===== config.mk =====
export PLATFORM = sky130hd
export DESIGN_NAME = alu_serial
export DESIGN_NICKNAME = d
export VERILOG_FILES = /design/src/rtl/alu_serial.sv
export SDC_FILE = /design/constraint.sdc
export NUM_CORES = 1
export LEC_CHECK = 0
export ABC_AREA = 1
export ABC_CLOCK_PERIOD_IN_PS = 1300
export CAP_MARGIN = 40
export CORE_UTILIZATION = 29
export DETAILED_ROUTE_END_ITERATION = 6
export DONT_BUFFER_PORTS = 1
export GPL_TIMING_DRIVEN = 0
export PLACE_DENSITY_LB_ADDON = 0.15
export SYNTH_ARGS = -nofsm -noshare
export SYNTH_HDL_FRONTEND = slang
export SYNTH_SLANG_ARGS = --single-unit

===== constraint.sdc =====
create_clock -name i_clk -period 1.3 [get_ports i_clk]
set_input_delay 0.13 -clock i_clk [delete_from_list [all_inputs] [get_ports i_clk]]
set_output_delay 0.13 -clock i_clk [all_outputs]
set_load 0.05 [all_outputs]

===== src/rtl/alu_serial.sv =====
// alu_serial: bit-serial N-bit ALU (NOR, XOR, ADD, SUB) built around one 1-bit slice.
// Operands are accepted on a valid/ready handshake, processed LSB-first at one bit per
// clock, and the result is held in DONE until the consumer accepts it.
// Optional feature macro: ALU_SERIAL_FLAGS_EN adds the o_zero / o_ovf status outputs.
module alu_serial #(
    parameter int unsigned WIDTH = 8
) (
    input  logic             i_clk,
    input  logic             i_rst,
    input  logic             i_in_valid,
    output logic             o_in_ready,
    input  logic [WIDTH-1:0] i_a,
    input  logic [WIDTH-1:0] i_b,
    input  logic [1:0]       i_op,
    output logic             o_out_valid,
    input  logic             i_out_ready,
    output logic [WIDTH-1:0] o_result,
    output logic             o_cout
`ifdef ALU_SERIAL_FLAGS_EN
    ,
    output logic             o_zero,
    output logic             o_ovf
`endif
);

    localparam int unsigned CntW = (WIDTH > 1) ? $clog2(WIDTH) : 1;

    localparam logic [1:0] OpNor = 2'b00;
    localparam logic [1:0] OpXor = 2'b01;
    localparam logic [1:0] OpAdd = 2'b10;
    localparam logic [1:0] OpSub = 2'b11;

    typedef enum logic [1:0] {
        StIdle,
        StRun,
        StDone
    } state_e;

    state_e r_state;
    state_e w_state_next;

    logic [WIDTH-1:0] r_a;
    logic [WIDTH-1:0] r_b;
    logic [1:0]       r_op;
    logic [WIDTH-1:0] r_result;
    logic [CntW-1:0]  r_cnt;
    logic             r_carry;

    logic             w_a_bit;
    logic             w_b_bit;
    logic             w_arith;
    logic             w_carry_out;
    logic             w_res_bit;
    logic             w_carry_next;
    logic             w_last;
    logic [WIDTH-1:0] w_result_shift;

    // State register; reset wins over any handshake on the same edge.
    always_ff @(posedge i_clk) begin
        if (i_rst) begin
            r_state <= StIdle;
        end else begin
            r_state <= w_state_next;
        end
    end

    // Next-state logic for the IDLE -> RUN -> DONE sequence.
    always_comb begin
        w_state_next = r_state;
        case (r_state)
            StIdle:  if (i_in_valid) w_state_next = StRun;
            StRun:   if (w_last) w_state_next = StDone;
            StDone:  if (i_out_ready) w_state_next = StIdle;
            default: w_state_next = StIdle;
        endcase
    end

    // The single 1-bit slice; operands are shifted right so bit 0 is always the current bit.
    always_comb begin
        w_a_bit        = r_a[0];
        // SUB adds ~b with carry-in 1 (two's complement).
        w_b_bit        = (r_op == OpSub) ? ~r_b[0] : r_b[0];
        w_arith        = r_op[1];
        w_carry_out    = (w_a_bit & w_b_bit) | (r_carry & (w_a_bit ^ w_b_bit));
        w_res_bit      = 1'b0;
        case (r_op)
            OpNor:   w_res_bit = ~(r_a[0] | r_b[0]);
            OpXor:   w_res_bit = r_a[0] ^ r_b[0];
            default: w_res_bit = w_a_bit ^ w_b_bit ^ r_carry;
        endcase
        w_carry_next   = w_arith & w_carry_out;
        w_last         = (r_cnt == CntW'(WIDTH - 1));
        w_result_shift = {w_res_bit, r_result[WIDTH-1:1]};
    end

    // Datapath: latch operands on accept, then shift one result bit into the MSB per RUN cycle.
    always_ff @(posedge i_clk) begin
        if (i_rst) begin
            r_a      <= '0;
            r_b      <= '0;
            r_op     <= OpNor;
            r_result <= '0;
            r_cnt    <= '0;
            r_carry  <= 1'b0;
        end else begin
            case (r_state)
                StIdle: begin
                    if (i_in_valid) begin
                        r_a      <= i_a;
                        r_b      <= i_b;
                        r_op     <= i_op;
                        r_result <= '0;
                        r_cnt    <= '0;
                        r_carry  <= (i_op == OpSub);
                    end
                end
                StRun: begin
                    r_a      <= r_a >> 1;
                    r_b      <= r_b >> 1;
                    r_result <= w_result_shift;
                    r_carry  <= w_carry_next;
                    r_cnt    <= w_last ? '0 : r_cnt + CntW'(1);
                end
                default: ;
            endcase
        end
    end

`ifdef ALU_SERIAL_FLAGS_EN
    logic r_zero;
    logic r_ovf;

    // Flags are captured from the final slice step; r_carry then holds the carry into the MSB.
    always_ff @(posedge i_clk) begin
        if (i_rst) begin
            r_zero <= 1'b0;
            r_ovf  <= 1'b0;
        end else if (r_state == StIdle && i_in_valid) begin
            r_zero <= 1'b0;
            r_ovf  <= 1'b0;
        end else if (r_state == StRun && w_last) begin
            r_zero <= (w_result_shift == '0);
            r_ovf  <= w_arith & (r_carry ^ w_carry_out);
        end
    end

    assign o_zero = r_zero;
    assign o_ovf  = r_ovf;
`endif

    assign o_in_ready  = (r_state == StIdle);
    assign o_out_valid = (r_state == StDone);
    assign o_result    = r_result;
    // Carry register is held at 0 for logic ops, so it doubles as cout.
    assign o_cout      = r_carry;

endmodule


---- Yosys cells after proc, flatten, opt, wreduce, memory -nomap -nowiden ----
Cells that the tools add are included.
operators by class
  mux-type cells .......................... 17
  bitwise operators ....................... 10
  eq/ne operators ......................... 9
  $add $sub $neg .......................... 1
  reductions and logical operators ........ 6
operators by type and width
  operator               number
  $pmux W8 S2            3
  $mux W8                3
  $eq A2 B2 Y1 const B   3
  $mux W2                3
  $mux W3                2
  $pmux W2 S3            1
  $pmux W3 S2            1
  $eq A2 B1 Y1 const B   2
  $logic_not A2 Y1       2
  $ne A2 B2 Y1 const B   2
  $pmux W1 S2            2
  $reduce_and A2 Y1      2
  $add A3 B1 Y3 const B  1
  $and A1 B1 Y1          3
  $eq A3 B3 Y1 const B   1
  $reduce_and A3 Y1      1
  $xor A1 B1 Y1          3
  $mux W1                2
  $ne A2 B1 Y1 const B   1
  $not A1 Y1             2
  $or A1 B1 Y1           2
  $reduce_bool A2 Y1     1
storage, ports and cells
  register bits ........................... 32
  output and inout bits ................... 11
  input bits .............................. 22

---- Logic depth before layout (Yosys ltp) ----
Gate-level depths: netlist of the first run.
  depth after elaboration ................. 7
  depth in mapped cells ................... 8
  depth with buffers taken out ............ 8

---- Worst setup path before layout of the first run ----
OpenSTA, ideal clock, no wires.
  path type ............................... reg-to-reg
  from .................................... register r_carry, in the netlist o_cout
  to ...................................... register r_result[7], in the netlist o_result[7]
  setup slack ............................. -350 ps
  stages on the path, launching flop included .. 8
  data required time ...................... 1,168 ps
  arrival ................................. 1,518 ps
  cells stage by stage .................... dfxtp_1 -> inv_1 -> fa_1 -> nand2_1 -> inv_1 -> nor2_1 -> nand2_1 -> a21oi_1
between the ends
  cells in the longest elaborated chain, start to end .. 3
RTL lines
  item                    line  source
  from (decl)             47    logic r_carry;
  from (signal assigned)  114   r_carry <= (i_op == OpSub);
  from (signal assigned)  121   r_carry <= w_carry_next;
  $xor A1 B1 Y1           89    default: w_res_bit = w_a_bit ^ w_b_bit ^ r_carry;
  $pmux W1 S2             86    case (r_op)
  $pmux W8 S2             106   case (r_state)
  to (signal assigned)    120   r_result <= w_result_shift;
  to (decl)               45    logic [WIDTH-1:0] r_result;
No other way between the ends.
A chain may end at the register's enable or synchronous reset.

---- Worst setup path in the final report of the first run ----
  from .................................... register r_op[1]
  to ...................................... register r_result[7], in the netlist o_result[7]
between the ends
  cells in the longest elaborated chain, start to end .. 6
  elaborated cells on any way between the ends .. 8
  classes of those cells .................. 2 x eq/ne; 3 x mux; 2 x bitwise; 1 x reduce/logical
RTL lines
  item                         line  source
  from (decl)                  44    logic [1:0] r_op;
  from (signal assigned)       101   r_op <= OpNor;
  from (signal assigned)       111   r_op <= i_op;
  $eq A2 B2 Y1                 82    w_b_bit = (r_op == OpSub) ? ~r_b[0] : r_b[0];
  $mux W1                      82
  $xor A1 B1 Y1 (2 in series)  89
  $pmux W1 S2 *                86
  $pmux W8 S2 *                106
Every way passes the cells marked *; elsewhere a longest branch is shown, timed or not.

==> out/qor.json, run 1 <==
{
  "worstSkewPairLatency": {"value": 0.28, "unit": "ns"},
  "met3_usage": {"value": 0.0528},
  "fill_cell_instance_count_of_the_final_layout": {"value": 599},
  "hp_class": {"value": "in2reg"},
  "start_kind": {"value": "register"},
  "port_buffers": {"value": 0},
  "postSynthNetCount": {"value": 266},
  "initial_core_util": {"value": 0.301},
  "die_w": {"value": 74.5, "unit": "um"},
  "rsz0062_at_grt": {"value": "yes"},
  "root_buffer_cell": {"value": "sky130_fd_sc_hd__clkbuf_8"},
  "viasPerCell": {"value": 4.21},
  "violations": {"value": "negative setup slack"},
  "cts_inserted_buffers": {"value": 5},
  "clock_tree_from_tritoncts": {"value": "built"},
  "reg2reg_depth": {"value": 8},
  "worst_ep_arrival_time": {"value": 1.72, "unit": "ns"},
  "max_slew.worst_pin.slew": {"value": 0.550, "unit": "ns"},
  "fp-row-count": {"value": 26},
  "cts_sinks": {"value": 32},
  "critPathRequiredTime": {"value": 1.51, "unit": "ns"},
  "drt_first_iter_violations": {"value": 49},
  "fin_tns_setup": {"value": -0.240, "unit": "ns"},
  "grt_antenna_before_repair": {"value": 0},
  "ys_types": {"value": 19},
  "final_net_count": {"value": 276},
  "hpwl": {"value": 2.47, "unit": "mm"},
  "grt_pass1_wl": {"value": 5.73, "unit": "mm"},
  "ant_nets": {"value": 0},
  "grt_max_degree": {"value": 11},
  "syn_area_per_cell": {"value": 6.36, "unit": "um2"},
  "clock.fmax": {"value": 666, "unit": "MHz"},
  "synthCells": {"value": 240},
  "worst_hold_path.num_cells": {"value": 2},
  "yosys_register_bits": {"value": 32},
  "worst_slack_at_placement": {"value": -0.249, "unit": "ns"},
  "fin_worst_skew": {"value": 0.00470, "unit": "ns"},
  "period_minus_slack": {"value": 1.50, "unit": "ns"},
  "globalplace.congestion": {"value": 0.733},
  "detailroute.via_count": {"value": 1352},
  "routedWlPerCell": {"value": 11.0, "unit": "um"},
  "max_cap_violations": {"value": 0},
  "pnr_worst_setup_slack": {"value": -0.202, "unit": "ns"},
  "h_tree_levels": {"value": 2},
  "drt_wl_total": {"value": 3.53, "unit": "mm"},
  "globalRoute.busiestLayer": {"value": "met2"},
  "finalHoldViolCount": {"value": 0},
  "run_status": {"value": "complete, but fails checks"},
  "seq_area_frac_synth": {"value": 0.420},
  "dieArea": {"value": 0.00555, "unit": "mm2"},
  "power.static_leakage": {"value": 0.829, "unit": "nW"},
  "share_of_final_layout_standard_cells_stronger_than_drive_strength_1": {"value": 0.124},
  "cp_slowest_cell": {"value": "sky130_fd_sc_hd__fa_1"},
  "cp-end-kind": {"value": "register"},
  "power_density": {"value": 1290, "unit": "mW/mm2"},
  "final_max_slew_viol_count": {"value": 0},
  "clk_pin_slew": {"value": 0.07, "unit": "ns"},
  "final.period_utilization": {"value": 1.16},
  "cp_slowest_stage_delay": {"value": 0.47, "unit": "ns"},
  "critical_path.max_fanout": {"value": 2},
  "flow.area_growth_from_synthesis": {"value": 18.0, "unit": "%"},
  "coreArea": {"value": 0.00507, "unit": "mm2"},
  "max-vdd-ir-drop": {"value": 0.539, "unit": "mV"},
  "drc": {"value": 0},
  "mappedNetlistArea": {"value": 0.00153, "unit": "mm2"},
  "chip_height": {"value": 74.5, "unit": "um"},
  "global_route.usage.met2": {"value": 0.237},
  "grtUsageMet1": {"value": 0.164},
  "dpl.cell_count": {"value": 310},
  "max-slew-margin-rel": {"value": 0.633},
  "firstDrtPassIters": {"value": 4},
  "number_of_failing_setup_endpoints_in_the_final_timing_report": {"value": 2},
  "final_cell_count_no_fill": {"value": 321},
  "clock_tree.buffer_depth": {"value": 2},
  "timing.critical_path.mode_cell": {"value": "sky130_fd_sc_hd__nand2_1"},
  "worst-setup-path-type": {"value": "reg2reg"},
  "crit_chain": {"value": "nand2_1 > xor2_1 > fa_1 > nand2_1 > inv_1 > nor2_1 > nand2_1 > a21oi_2"},
  "placed_area": {"value": 0.00163, "unit": "mm2"},
  "antennaDiodeCount": {"value": 0},
  "global_route_total_usage_across_every_layer": {"value": 0.142},
  "fin_area": {"value": 0.00180, "unit": "mm2"},
  "floorplan.io_pins": {"value": 33},
  "number_of_global_route_vias_before_repair": {"value": 1268},
  "congestion_overflow_gr": {"value": 0},
  "hold_ws": {"value": 0.0137, "unit": "ns"},
  "synthesis.yosys.warnings": {"value": 0}
}
[placed cells by master, fill, tap and decap left out, types with 2 or more instances in the layout]
master                       n
sky130_fd_sc_hd__a21oi_1    13
sky130_fd_sc_hd__nand3_1     3
sky130_fd_sc_hd__inv_2       2
sky130_fd_sc_hd__clkbuf_1    3
sky130_fd_sc_hd__dfxtp_4     2
sky130_fd_sc_hd__dfxtp_1    27
sky130_fd_sc_hd__clkbuf_8    5
sky130_fd_sc_hd__nand2_1   106
sky130_fd_sc_hd__nor2_1     38
sky130_fd_sc_hd__inv_1      20
sky130_fd_sc_hd__dfxtp_2     3
sky130_fd_sc_hd__clkbuf_4    2
sky130_fd_sc_hd__buf_4       4
sky130_fd_sc_hd__nor2_4      3
sky130_fd_sc_hd__ha_1        3
sky130_fd_sc_hd__buf_2       2
[worst max-delay path, delay by kind of cell, from the launching register on]
kind,cells,cell delay [ns]
adders and majority gates,1,0.47
buffers and inverters,1,0.04
AOI/OAI and AO/OA,1,0.13
DFF,1,0.33
xor gates and xnor gates,1,0.15
and+or+nand+nor,4,0.31
[synthesized netlist by cell type, drive strengths merged]
library cell / n / share of area
a21oi: 14 / 0.046
buf: 7 / 0.026
clkbuf: 2 / 0.0049
clkinv: 1 / 0.0025
dfxtp: 32 / 0.42
fa: 1 / 0.013
ha: 3 / 0.025
inv: 23 / 0.057
nand2: 108 / 0.27
nand3: 3 / 0.0098
nor2: 41 / 0.11
o21a: 1 / 0.0049
o21ai: 3 / 0.012
xor2: 1 / 0.0057
[worst paths after layout]
path                        start                  endpoint  slack [ns]
min reg2reg   r_a[7]$_SDFFE_PP0P_       r_a[7]$_SDFFE_PP0P_        0.47
min                        i_a[7]       r_a[7]$_SDFFE_PP0P_        0.01
max reg2reg  r_op[1]$_SDFFE_PP0P_  o_result[7]$_SDFFE_PP0P_       -0.20
max          r_op[1]$_SDFFE_PP0P_  o_result[7]$_SDFFE_PP0P_       -0.20
[logic make-up (layout without fill, tap and decap cells)]
| family | after synthesis | count (layout) | share of synthesized area |
|---|---|---|---|
| and+or+nand+nor | 152 | 152 | 0.383 |
| buffers and inverters | 33 | 44 | 0.0902 |
| xor gates and xnor gates | 1 | 1 | 0.00574 |
| AOI/OAI and AO/OA | 18 | 18 | 0.0632 |
| DFF | 32 | 32 | 0.420 |
| adders and majority gates | 4 | 4 | 0.0377 |
[report_power, final]
part / leakage [nW] / switching, mW / internal (mW)
logic: 0.510 / 0.220 / 0.133
registers: 0.265 / 0.0607 / 1.04
clock network: 0.0534 / 0.366 / 0.491
[state kept, by name, summed over array words and instances, names as in the netlist]
name and flops:
o_cout 1, o_result 8, r_a 8, r_b 8
r_cnt 3, r_op 2, r_state 2
[cell type report]
cell class	count	area (um2)	share of cell area
multi-input cells	175	781	0.434
flip-flops and latches	32	652	0.362
clock buffers	7	97.6	0.0542
inverters	24	92.6	0.0515
well taps	70	87.6	0.0487
plain buffers	9	58.8	0.0327
repair buffers	3	25.0	0.0139
clock inverters	1	5.00	0.00278
[what timing repair did]
item	CTS	global route
endpoints found under the setup margin	16	20
setup buffers	2	0
resized for setup	9	9
pin swaps	2	2
hold endpoints to repair	4	4
[layer usage]
layer	share of wire	up-vias
met5	0	-
met2	0.47	25
met1	0.46	586
met3	0.065	5
met4	0.011	0
li1	-	736
[per-stage QoR]
stage	power, mW	util
CTS	2.34	0.347
global route	2.44	0.355
global placement	1.46	0.321
finish	2.31	0.355
floorplan	1.38	-
detailed placement	1.45	0.321
No activity file was read; power rests on OpenSTA's default activity.
==> run 2, diff against run 1 <==
--- a/config.mk
+++ b/config.mk
@@ -6,7 +6,7 @@
 export NUM_CORES = 1
 export LEC_CHECK = 0
 export ABC_AREA = 1
-export ABC_CLOCK_PERIOD_IN_PS = 1300
+export ABC_CLOCK_PERIOD_IN_PS = 1920
 export CAP_MARGIN = 40
 export CORE_UTILIZATION = 29
 export DETAILED_ROUTE_END_ITERATION = 6
==> constraint.sdc (replaced) <==
create_clock -name i_clk -period 1.92 [get_ports i_clk]
set_input_delay 0.192 -clock i_clk [delete_from_list [all_inputs] [get_ports i_clk]]
set_output_delay 0.192 -clock i_clk [all_outputs]
set_load 0.05 [all_outputs]
==> out/qor.json, run 2 (synthesis results as in run 1) <==
{
  "detailroute.via_count": {"value": 1346, "change": "-0.44%"},
  "pnr_worst_setup_slack": {"value": 0.138, "unit": "ns", "change": "+0.339 ns"},
  "max-vdd-ir-drop": {"value": 0.391, "unit": "mV", "change": "-28%"},
  "fin_worst_skew": {"value": 0.00595, "unit": "ns", "change": "+0.00125 ns"},
  "clock.fmax": {"value": 561, "unit": "MHz", "change": "-16%"},
  "power.static_leakage": {"value": 0.820, "unit": "nW", "change": "-1.1%"},
  "congestion_overflow_gr": {"value": 0, "change": "unchanged"},
  "power_density": {"value": 927, "unit": "mW/mm2", "change": "-28%"},
  "final_max_slew_viol_count": {"value": 0, "change": "unchanged"},
  "drt_first_iter_violations": {"value": 72, "change": "+47%"},
  "dpl.cell_count": {"value": 312, "change": "+0.65%"},
  "antennaDiodeCount": {"value": 0, "change": "unchanged"},
  "start_kind": {"value": "register"},
  "root_buffer_cell": {"value": "sky130_fd_sc_hd__clkbuf_8"},
  "cp-end-kind": {"value": "register"},
  "fill_cell_instance_count_of_the_final_layout": {"value": 579, "change": "-3.3%"},
  "critPathRequiredTime": {"value": 2.08, "unit": "ns", "change": "+0.57 ns"},
  "crit_chain": {"value": "inv_1 > fa_1 > nand2_1 > inv_1 > nor2_1 > nand2_1 > a21oi_1"},
  "floorplan.io_pins": {"value": 33, "change": "unchanged"},
  "globalplace.congestion": {"value": 0.743, "change": "+1.4%"},
  "drc": {"value": 0, "change": "unchanged"},
  "global_route_total_usage_across_every_layer": {"value": 0.150, "change": "+0.00777"},
  "period_minus_slack": {"value": 1.78, "unit": "ns", "change": "+0.281 ns"},
  "final.period_utilization": {"value": 0.928, "change": "-0.227"},
  "die_w": {"value": 74.5, "unit": "um", "change": "unchanged"},
  "mostFrequentLayoutCell": {"value": "sky130_fd_sc_hd__nand2_1"},
  "grt_max_degree": {"value": 12, "change": "+1"},
  "placed_area": {"value": 0.00163, "unit": "mm2", "change": "about the same"},
  "hp_class": {"value": "in2reg"},
  "max_slew.worst_pin.slew": {"value": 0.543, "unit": "ns", "change": "-0.00712 ns"},
  "coreArea": {"value": 0.00507, "unit": "mm2", "change": "unchanged"},
  "firstDrtPassIters": {"value": 4, "change": "unchanged"},
  "fin_tns_setup": {"value": 0, "unit": "ns", "change": "+0.240 ns"},
  "h_tree_levels": {"value": 2, "change": "unchanged"},
  "cp_slowest_stage_delay": {"value": 0.64, "unit": "ns", "change": "+0.17 ns"},
  "final_cell_count_no_fill": {"value": 321, "change": "unchanged"},
  "critical_path.max_fanout": {"value": 2, "change": "unchanged"},
  "clock_tree.buffer_depth": {"value": 2, "change": "unchanged"},
  "chip_height": {"value": 74.5, "unit": "um", "change": "unchanged"},
  "dieArea": {"value": 0.00555, "unit": "mm2", "change": "unchanged"},
  "finalHoldViolCount": {"value": 0, "change": "unchanged"},
  "cts_sinks": {"value": 32, "change": "unchanged"},
  "worst_hold_path.num_cells": {"value": 2, "change": "unchanged"},
  "number_of_failing_setup_endpoints_in_the_final_timing_report": {"value": 0, "change": "-2"},
  "clock_tree_from_tritoncts": {"value": "built"},
  "share_of_final_layout_standard_cells_stronger_than_drive_strength_1": {"value": 0.0837, "change": "-0.0398"},
  "run_status": {"value": "finished clean"},
  "worstSkewPairLatency": {"value": 0.29, "unit": "ns", "change": "about the same"},
  "highest_count_cells_in_the_layout_ignoring_fill_and_taps": {"value": "107 x sky130_fd_sc_hd__nand2_1, 40 x sky130_fd_sc_hd__nor2_1, 32 x sky130_fd_sc_hd__dfxtp_1"},
  "port_buffers": {"value": 0, "change": "unchanged"},
  "ant_nets": {"value": 0, "change": "unchanged"},
  "routedWlPerCell": {"value": 11.0, "unit": "um", "change": "-0.23%"},
  "final_core_utilization": {"value": 0.345, "change": "-0.00986"},
  "hpwl": {"value": 2.45, "unit": "mm", "change": "-0.99%"},
  "grt_pass1_wl": {"value": 6.11, "unit": "mm", "change": "+6.5%"},
  "viasPerCell": {"value": 4.19, "change": "-0.44%"},
  "initial_core_util": {"value": 0.301, "change": "unchanged"},
  "final_net_count": {"value": 276, "change": "unchanged"},
  "rsz0062_at_grt": {"value": "no"},
  "drt_wl_total": {"value": 3.52, "unit": "mm", "change": "-0.23%"},
  "worst_slack_at_placement": {"value": 0.137, "unit": "ns", "change": "+0.386 ns"},
  "worst_ep_arrival_time": {"value": 1.95, "unit": "ns", "change": "+0.23 ns"},
  "max_cap_violations": {"value": 0, "change": "unchanged"},
  "clk_pin_slew": {"value": 0.07, "unit": "ns", "change": "about the same"},
  "number_of_global_route_vias_before_repair": {"value": 1315, "change": "+3.7%"},
  "fin_area": {"value": 0.00175, "unit": "mm2", "change": "-2.8%"},
  "flow.area_growth_from_synthesis": {"value": 14.7, "unit": "%"},
  "max-slew-margin-rel": {"value": 0.637, "change": "+0.00475"},
  "fp-row-count": {"value": 26, "change": "unchanged"},
  "worst-setup-path-type": {"value": "reg2reg"},
  "grt_antenna_before_repair": {"value": 0, "change": "unchanged"},
  "cp_slowest_cell": {"value": "sky130_fd_sc_hd__dfxtp_1"},
  "cts_inserted_buffers": {"value": 5, "change": "unchanged"},
  "reg2reg_depth": {"value": 7, "change": "-1"}
}
-- run 2: cell types whose count changed in the layout (fill, tap and decap cells not counted), moves of 2 or more --
cell and delta:
sky130_fd_sc_hd__dfxtp_1 +5, sky130_fd_sc_hd__buf_2 +3, sky130_fd_sc_hd__dfxtp_2 -3, sky130_fd_sc_hd__clkbuf_4 -2, sky130_fd_sc_hd__dfxtp_4 -2, sky130_fd_sc_hd__inv_1 +2
sky130_fd_sc_hd__nor2_1 +2, sky130_fd_sc_hd__nor2_4 -2
-- run 2: final timing paths --
path	start	to	slack [ns]
setup / recovery	o_cout$_SDFFE_PP0P_	o_result[7]$_SDFFE_PP0P_	0.14
hold / removal	i_b[7]	r_b[7]$_SDFFE_PP0P_	0.06
setup reg to reg	o_cout$_SDFFE_PP0P_	o_result[7]$_SDFFE_PP0P_	0.14
hold reg to reg	r_b[7]$_SDFFE_PP0P_	r_b[7]$_SDFFE_PP0P_	0.47
-- run 2: cell type report --
class	count	area, um2	area share
Timing Repair Buffer	3	25.0	0.0143
Clock inverter	3	42.5	0.0243
Tap cell	70	87.6	0.0501
Sequential cell	32	641	0.366
Inverter	24	90.1	0.0515
Buffer	9	47.5	0.0272
Clock buffer	5	68.8	0.0393
Multi-Input combinational cell	175	747	0.427
-- run 2: worst max-delay path: cells and delay by family (launching register included) --
| family | cells | cell delay [ns] |
|---|---|---|
| adder cells (fa/ha/maj) | 1 | 0.56 |
| flip-flops | 1 | 0.64 |
| AND/OR/NAND/NOR | 3 | 0.18 |
| AO/OA/AOI/OAI | 1 | 0.06 |
| buffers and inverters | 2 | 0.22 |
-- run 2: layer usage --
layer / GRT usage / part of all wire / vias up
met5: 0 / 0 / -
met4: 0.0629 / 0.017 / 0
met3: 0.0583 / 0.062 / 6
met2: 0.232 / 0.45 / 26
met1: 0.185 / 0.47 / 577
li1: - / - / 737
-- run 2: repair_timing --
| item | CTS | global route |
|---|---|---|
| endpoints found under the hold margin | 4 | 0 |
| gates resized for setup | 0 | 0 |
| setup buffers | 0 | 0 |
| hold buffers | 1 | 0 |
-- run 2: report_power, final --
part           switching (mW)  total, mW  internal [mW]
Sequential             0.0378      0.743          0.705
Clock                   0.270      0.654          0.384
Combinational           0.145      0.225         0.0799
-- run 2: metrics by stage --
stage / power (mW) / hold WS, ns
after floorplan: 0.931 / 0.261
after global placement: 0.983 / 0.263
after detailed placement: 0.986 / 0.264
after CTS: 1.65 / 0.0532
after global routing: 1.72 / 0.0553
final: 1.62 / 0.0644
==> run 3, diff against run 2 <==
--- a/config.mk
+++ b/config.mk
@@ -8,11 +8,13 @@
 export ABC_AREA = 1
 export ABC_CLOCK_PERIOD_IN_PS = 1920
 export CAP_MARGIN = 40
+export CORE_ASPECT_RATIO = 0.6
+export CORE_MARGIN = 2
 export CORE_UTILIZATION = 29
 export DETAILED_ROUTE_END_ITERATION = 6
 export DONT_BUFFER_PORTS = 1
 export GPL_TIMING_DRIVEN = 0
-export PLACE_DENSITY_LB_ADDON = 0.15
+export PLACE_DENSITY = 0.51
 export SYNTH_ARGS = -nofsm -noshare
 export SYNTH_HDL_FRONTEND = slang
 export SYNTH_SLANG_ARGS = --single-unit
==> out/qor.json, run 3 (synthesis results as in run 1) <==
{
  "routed-wl-met2": {"value": 1.41, "unit": "mm", "change": "-11%"},
  "timing.hold.worst_endpoint": {"value": "r_op[0]$_SDFFE_PP0P_"},
  "firstDrtPassIters": {"value": 4, "change": "unchanged"},
  "ant_nets": {"value": 0, "change": "unchanged"},
  "root_buffer_cell": {"value": "sky130_fd_sc_hd__clkbuf_8"},
  "grt_antenna_before_repair": {"value": 0, "change": "unchanged"},
  "drt_first_iter_violations": {"value": 58, "change": "-19%"},
  "global_route_total_usage_across_every_layer": {"value": 0.127, "change": "-0.0231"},
  "final_max_slew_viol_count": {"value": 0, "change": "unchanged"},
  "cellInternalPower": {"value": 1.11, "unit": "mW", "change": "-5.5%"},
  "dieArea": {"value": 0.00587, "unit": "mm2", "change": "+5.8%"},
  "crit_family": {"value": "flip-flops"},
  "clock.fmax": {"value": 565, "unit": "MHz", "change": "+0.73%"},
  "regToRegEndpoint": {"value": "o_result[7]$_SDFFE_PP0P_"},
  "floorplan.io_pins": {"value": 33, "change": "unchanged"},
  "placed_area": {"value": 0.00162, "unit": "mm2", "change": "-0.31%"},
  "viasPerCell": {"value": 4.15, "change": "-1.1%"},
  "cts_sinks": {"value": 32, "change": "unchanged"},
  "crit_chain": {"value": "inv_1 > fa_1 > nand2_1 > inv_1 > nor2_1 > nand2_1 > a21oi_1"},
  "drt-met1-wl": {"value": 1.87, "unit": "mm", "change": "+13%"},
  "max_slew.worst_pin.slew": {"value": 0.568, "unit": "ns", "change": "+0.0245 ns"},
  "clk_pin_slew": {"value": 0.07, "unit": "ns", "change": "about the same"},
  "final_net_count": {"value": 276, "change": "unchanged"},
  "initial_core_util": {"value": 0.302, "change": "+0.00119"},
  "grt_max_degree": {"value": 11, "change": "-1"},
  "routedWlPerCell": {"value": 11.3, "unit": "um", "change": "+2.9%"},
  "worstSkewPairLatency": {"value": 0.29, "unit": "ns", "change": "about the same"},
  "flow.area_growth_from_synthesis": {"value": 13.4, "unit": "%"},
  "clock_network_fraction_of_total_power": {"value": 0.371, "change": "-0.032"},
  "fin_tns_setup": {"value": 0, "unit": "ns", "change": "unchanged"},
  "fin_area": {"value": 0.00173, "unit": "mm2", "change": "-1.1%"},
  "number_of_global_route_vias_before_repair": {"value": 1223, "change": "-7.0%"},
  "cp_slowest_stage_delay": {"value": 0.64, "unit": "ns", "change": "about the same"},
  "coreArea": {"value": 0.00505, "unit": "mm2", "change": "-0.39%"},
  "detailroute.via_count": {"value": 1310, "change": "-2.7%"},
  "clock_tree.buffer_depth": {"value": 2, "change": "unchanged"},
  "fin_worst_skew": {"value": 0.00661, "unit": "ns", "change": "+0.000659 ns"},
  "switching_share": {"value": 0.283, "change": "+0.00341"},
  "period_minus_slack": {"value": 1.77, "unit": "ns", "change": "-0.0129 ns"},
  "drc": {"value": 0, "change": "unchanged"},
  "max-slew-margin-rel": {"value": 0.621, "change": "-0.0164"},
  "cp_slowest_cell": {"value": "sky130_fd_sc_hd__dfxtp_1"},
  "globalplace.congestion": {"value": 0.768, "change": "+3.4%"},
  "critical_path.max_fanout": {"value": 2, "change": "unchanged"},
  "pwr-share-seq": {"value": 0.484, "change": "+0.026"},
  "switchingPower": {"value": 0.435, "unit": "mW", "change": "-3.9%"},
  "cts_resized": {"value": 0, "change": "unchanged"},
  "grt_pass1_wl": {"value": 5.71, "unit": "mm", "change": "-6.6%"},
  "critPathRequiredTime": {"value": 2.07, "unit": "ns", "change": "about the same"},
  "rr_startpoint": {"value": "o_cout$_SDFFE_PP0P_"},
  "congestion_overflow_gr": {"value": 0, "change": "unchanged"},
  "worst_slack_at_placement": {"value": 0.150, "unit": "ns", "change": "+0.0127 ns"},
  "max-vdd-ir-drop": {"value": 0.261, "unit": "mV", "change": "-33%"},
  "fill_cell_instance_count_of_the_final_layout": {"value": 589, "change": "+1.7%"},
  "drt_wl_total": {"value": 3.57, "unit": "mm", "change": "+1.3%"},
  "hp_class": {"value": "in2reg"},
  "worst_hold_path.num_cells": {"value": 2, "change": "unchanged"},
  "clock_tree_from_tritoncts": {"value": "built"},
  "number_of_failing_setup_endpoints_in_the_final_timing_report": {"value": 0, "change": "unchanged"},
  "rsz0062_at_grt": {"value": "no"},
  "worst-path-buf-inv": {"value": 2, "change": "unchanged"},
  "cp-end-kind": {"value": "register"},
  "dr_wl_met3": {"value": 249, "unit": "um", "change": "+13%"},
  "max_cap_violations": {"value": 0, "change": "unchanged"},
  "fp-row-count": {"value": 20, "change": "-23%"},
  "fin_total_pwr": {"value": 1.54, "unit": "mW", "change": "-5.0%"},
  "worst-setup-path-type": {"value": "reg2reg"},
  "share_of_final_layout_standard_cells_stronger_than_drive_strength_1": {"value": 0.0800, "change": "-0.00367"},
  "worst_ep_arrival_time": {"value": 1.92, "unit": "ns", "change": "-0.03 ns"},
  "mostFrequentLayoutCell": {"value": "sky130_fd_sc_hd__nand2_1"},
  "antennaDiodeCount": {"value": 0, "change": "unchanged"},
  "timing.reg2reg.setup_slack": {"value": 0.15, "unit": "ns", "change": "about the same"},
  "reg2reg_depth": {"value": 7, "change": "unchanged"},
  "port_buffers": {"value": 0, "change": "unchanged"},
  "power.combinational.fraction": {"value": 0.145, "change": "+0.006"},
  "power.static_leakage": {"value": 0.816, "unit": "nW", "change": "-0.46%"},
  "pnr_worst_setup_slack": {"value": 0.150, "unit": "ns", "change": "+0.0129 ns"},
  "cts_inserted_buffers": {"value": 5, "change": "unchanged"},
  "die_w": {"value": 97.6, "unit": "um", "change": "+31%"},
  "hpwl": {"value": 2.58, "unit": "mm", "change": "+5.2%"},
  "topRoutingLayerUsed": {"value": "met4"},
  "chip_height": {"value": 60.2, "unit": "um", "change": "-19%"},
  "power_density": {"value": 891, "unit": "mW/mm2", "change": "-3.9%"},
  "start_kind": {"value": "register"},
  "path_depth": {"value": 7, "change": "unchanged"},
  "holdCritStartpoint": {"value": "i_op[0]"},
  "h_tree_levels": {"value": 2, "change": "unchanged"},
  "final.period_utilization": {"value": 0.922, "change": "-0.00674"},
  "run_status": {"value": "finished clean"},
  "finalHoldViolCount": {"value": 0, "change": "unchanged"},
  "highest_count_cells_in_the_layout_ignoring_fill_and_taps": {"value": "107 x sky130_fd_sc_hd__nand2_1, 40 x sky130_fd_sc_hd__nor2_1, 32 x sky130_fd_sc_hd__dfxtp_1"}
}
-- run 3: through the flow --
step	hold WS (ns)	util	std cells
floorplan	0.261	-	240
global placement	0.263	0.318	306
detailed placement	0.264	0.321	308
CTS	0.0679	0.342	316
global route	0.0722	0.342	316
finish	0.0693	0.342	316
-- run 3: how the worst max path moves through the flow --
stage,startpoint,to,slack [ns]
final,o_cout$_SDFFE_PP0P_,o_result[7]$_SDFFE_PP0P_,0.15
after global routing,o_cout$_SDFFE_PP0P_,o_result[7]$_SDFFE_PP0P_,0.05
after CTS,o_cout$_SDFFE_PP0P_,o_result[7]$_SDFFE_PP0P_,0.13
after detailed placement,o_cout$_SDFFE_PP0P_,o_result[7]$_SDFFE_PP0P_,0.15
after global placement,r_state[0]$_SDFFE_PP0P_,r_op[1]$_SDFFE_PP0P_,0.12
after floorplan,o_cout$_SDFFE_PP0P_,o_result[7]$_SDFFE_PP0P_,0.27
-- run 3: timing repair --
action                    4_1_cts  5_1_grt
hold endpoints to repair        4        0
buffers inserted                0        0
hold buffers                    1        0
-- run 3: power groups by stage --
stage | Sequential [mW] | Clock, mW | Combinational (mW)
global placement | 0.761 | 0 | 0.221
finish | 0.745 | 0.571 | 0.224
global route | 0.750 | 0.613 | 0.263
floorplan | 0.753 | 0 | 0.178
detailed placement | 0.760 | 0 | 0.224
CTS | 0.745 | 0.581 | 0.228
-- run 3: final cells by class --
cell class / instances / area, um2 / share of cell area
repair buffers: 3 / 25.0 / 0.0145
well taps: 66 / 82.6 / 0.0478
inverters: 24 / 90.1 / 0.0521
multi-input cells: 175 / 747 / 0.432
clock buffers: 7 / 96.3 / 0.0557
plain buffers: 9 / 47.5 / 0.0275
flip-flops and latches: 32 / 641 / 0.370
-- run 3: metal layers --
metal / global-route usage / up-vias
met5: 0 / -
met4: 0.0417 / 0
met3: 0.0480 / 2
met2: 0.172 / 26
met1: 0.182 / 551
li1: - / 731
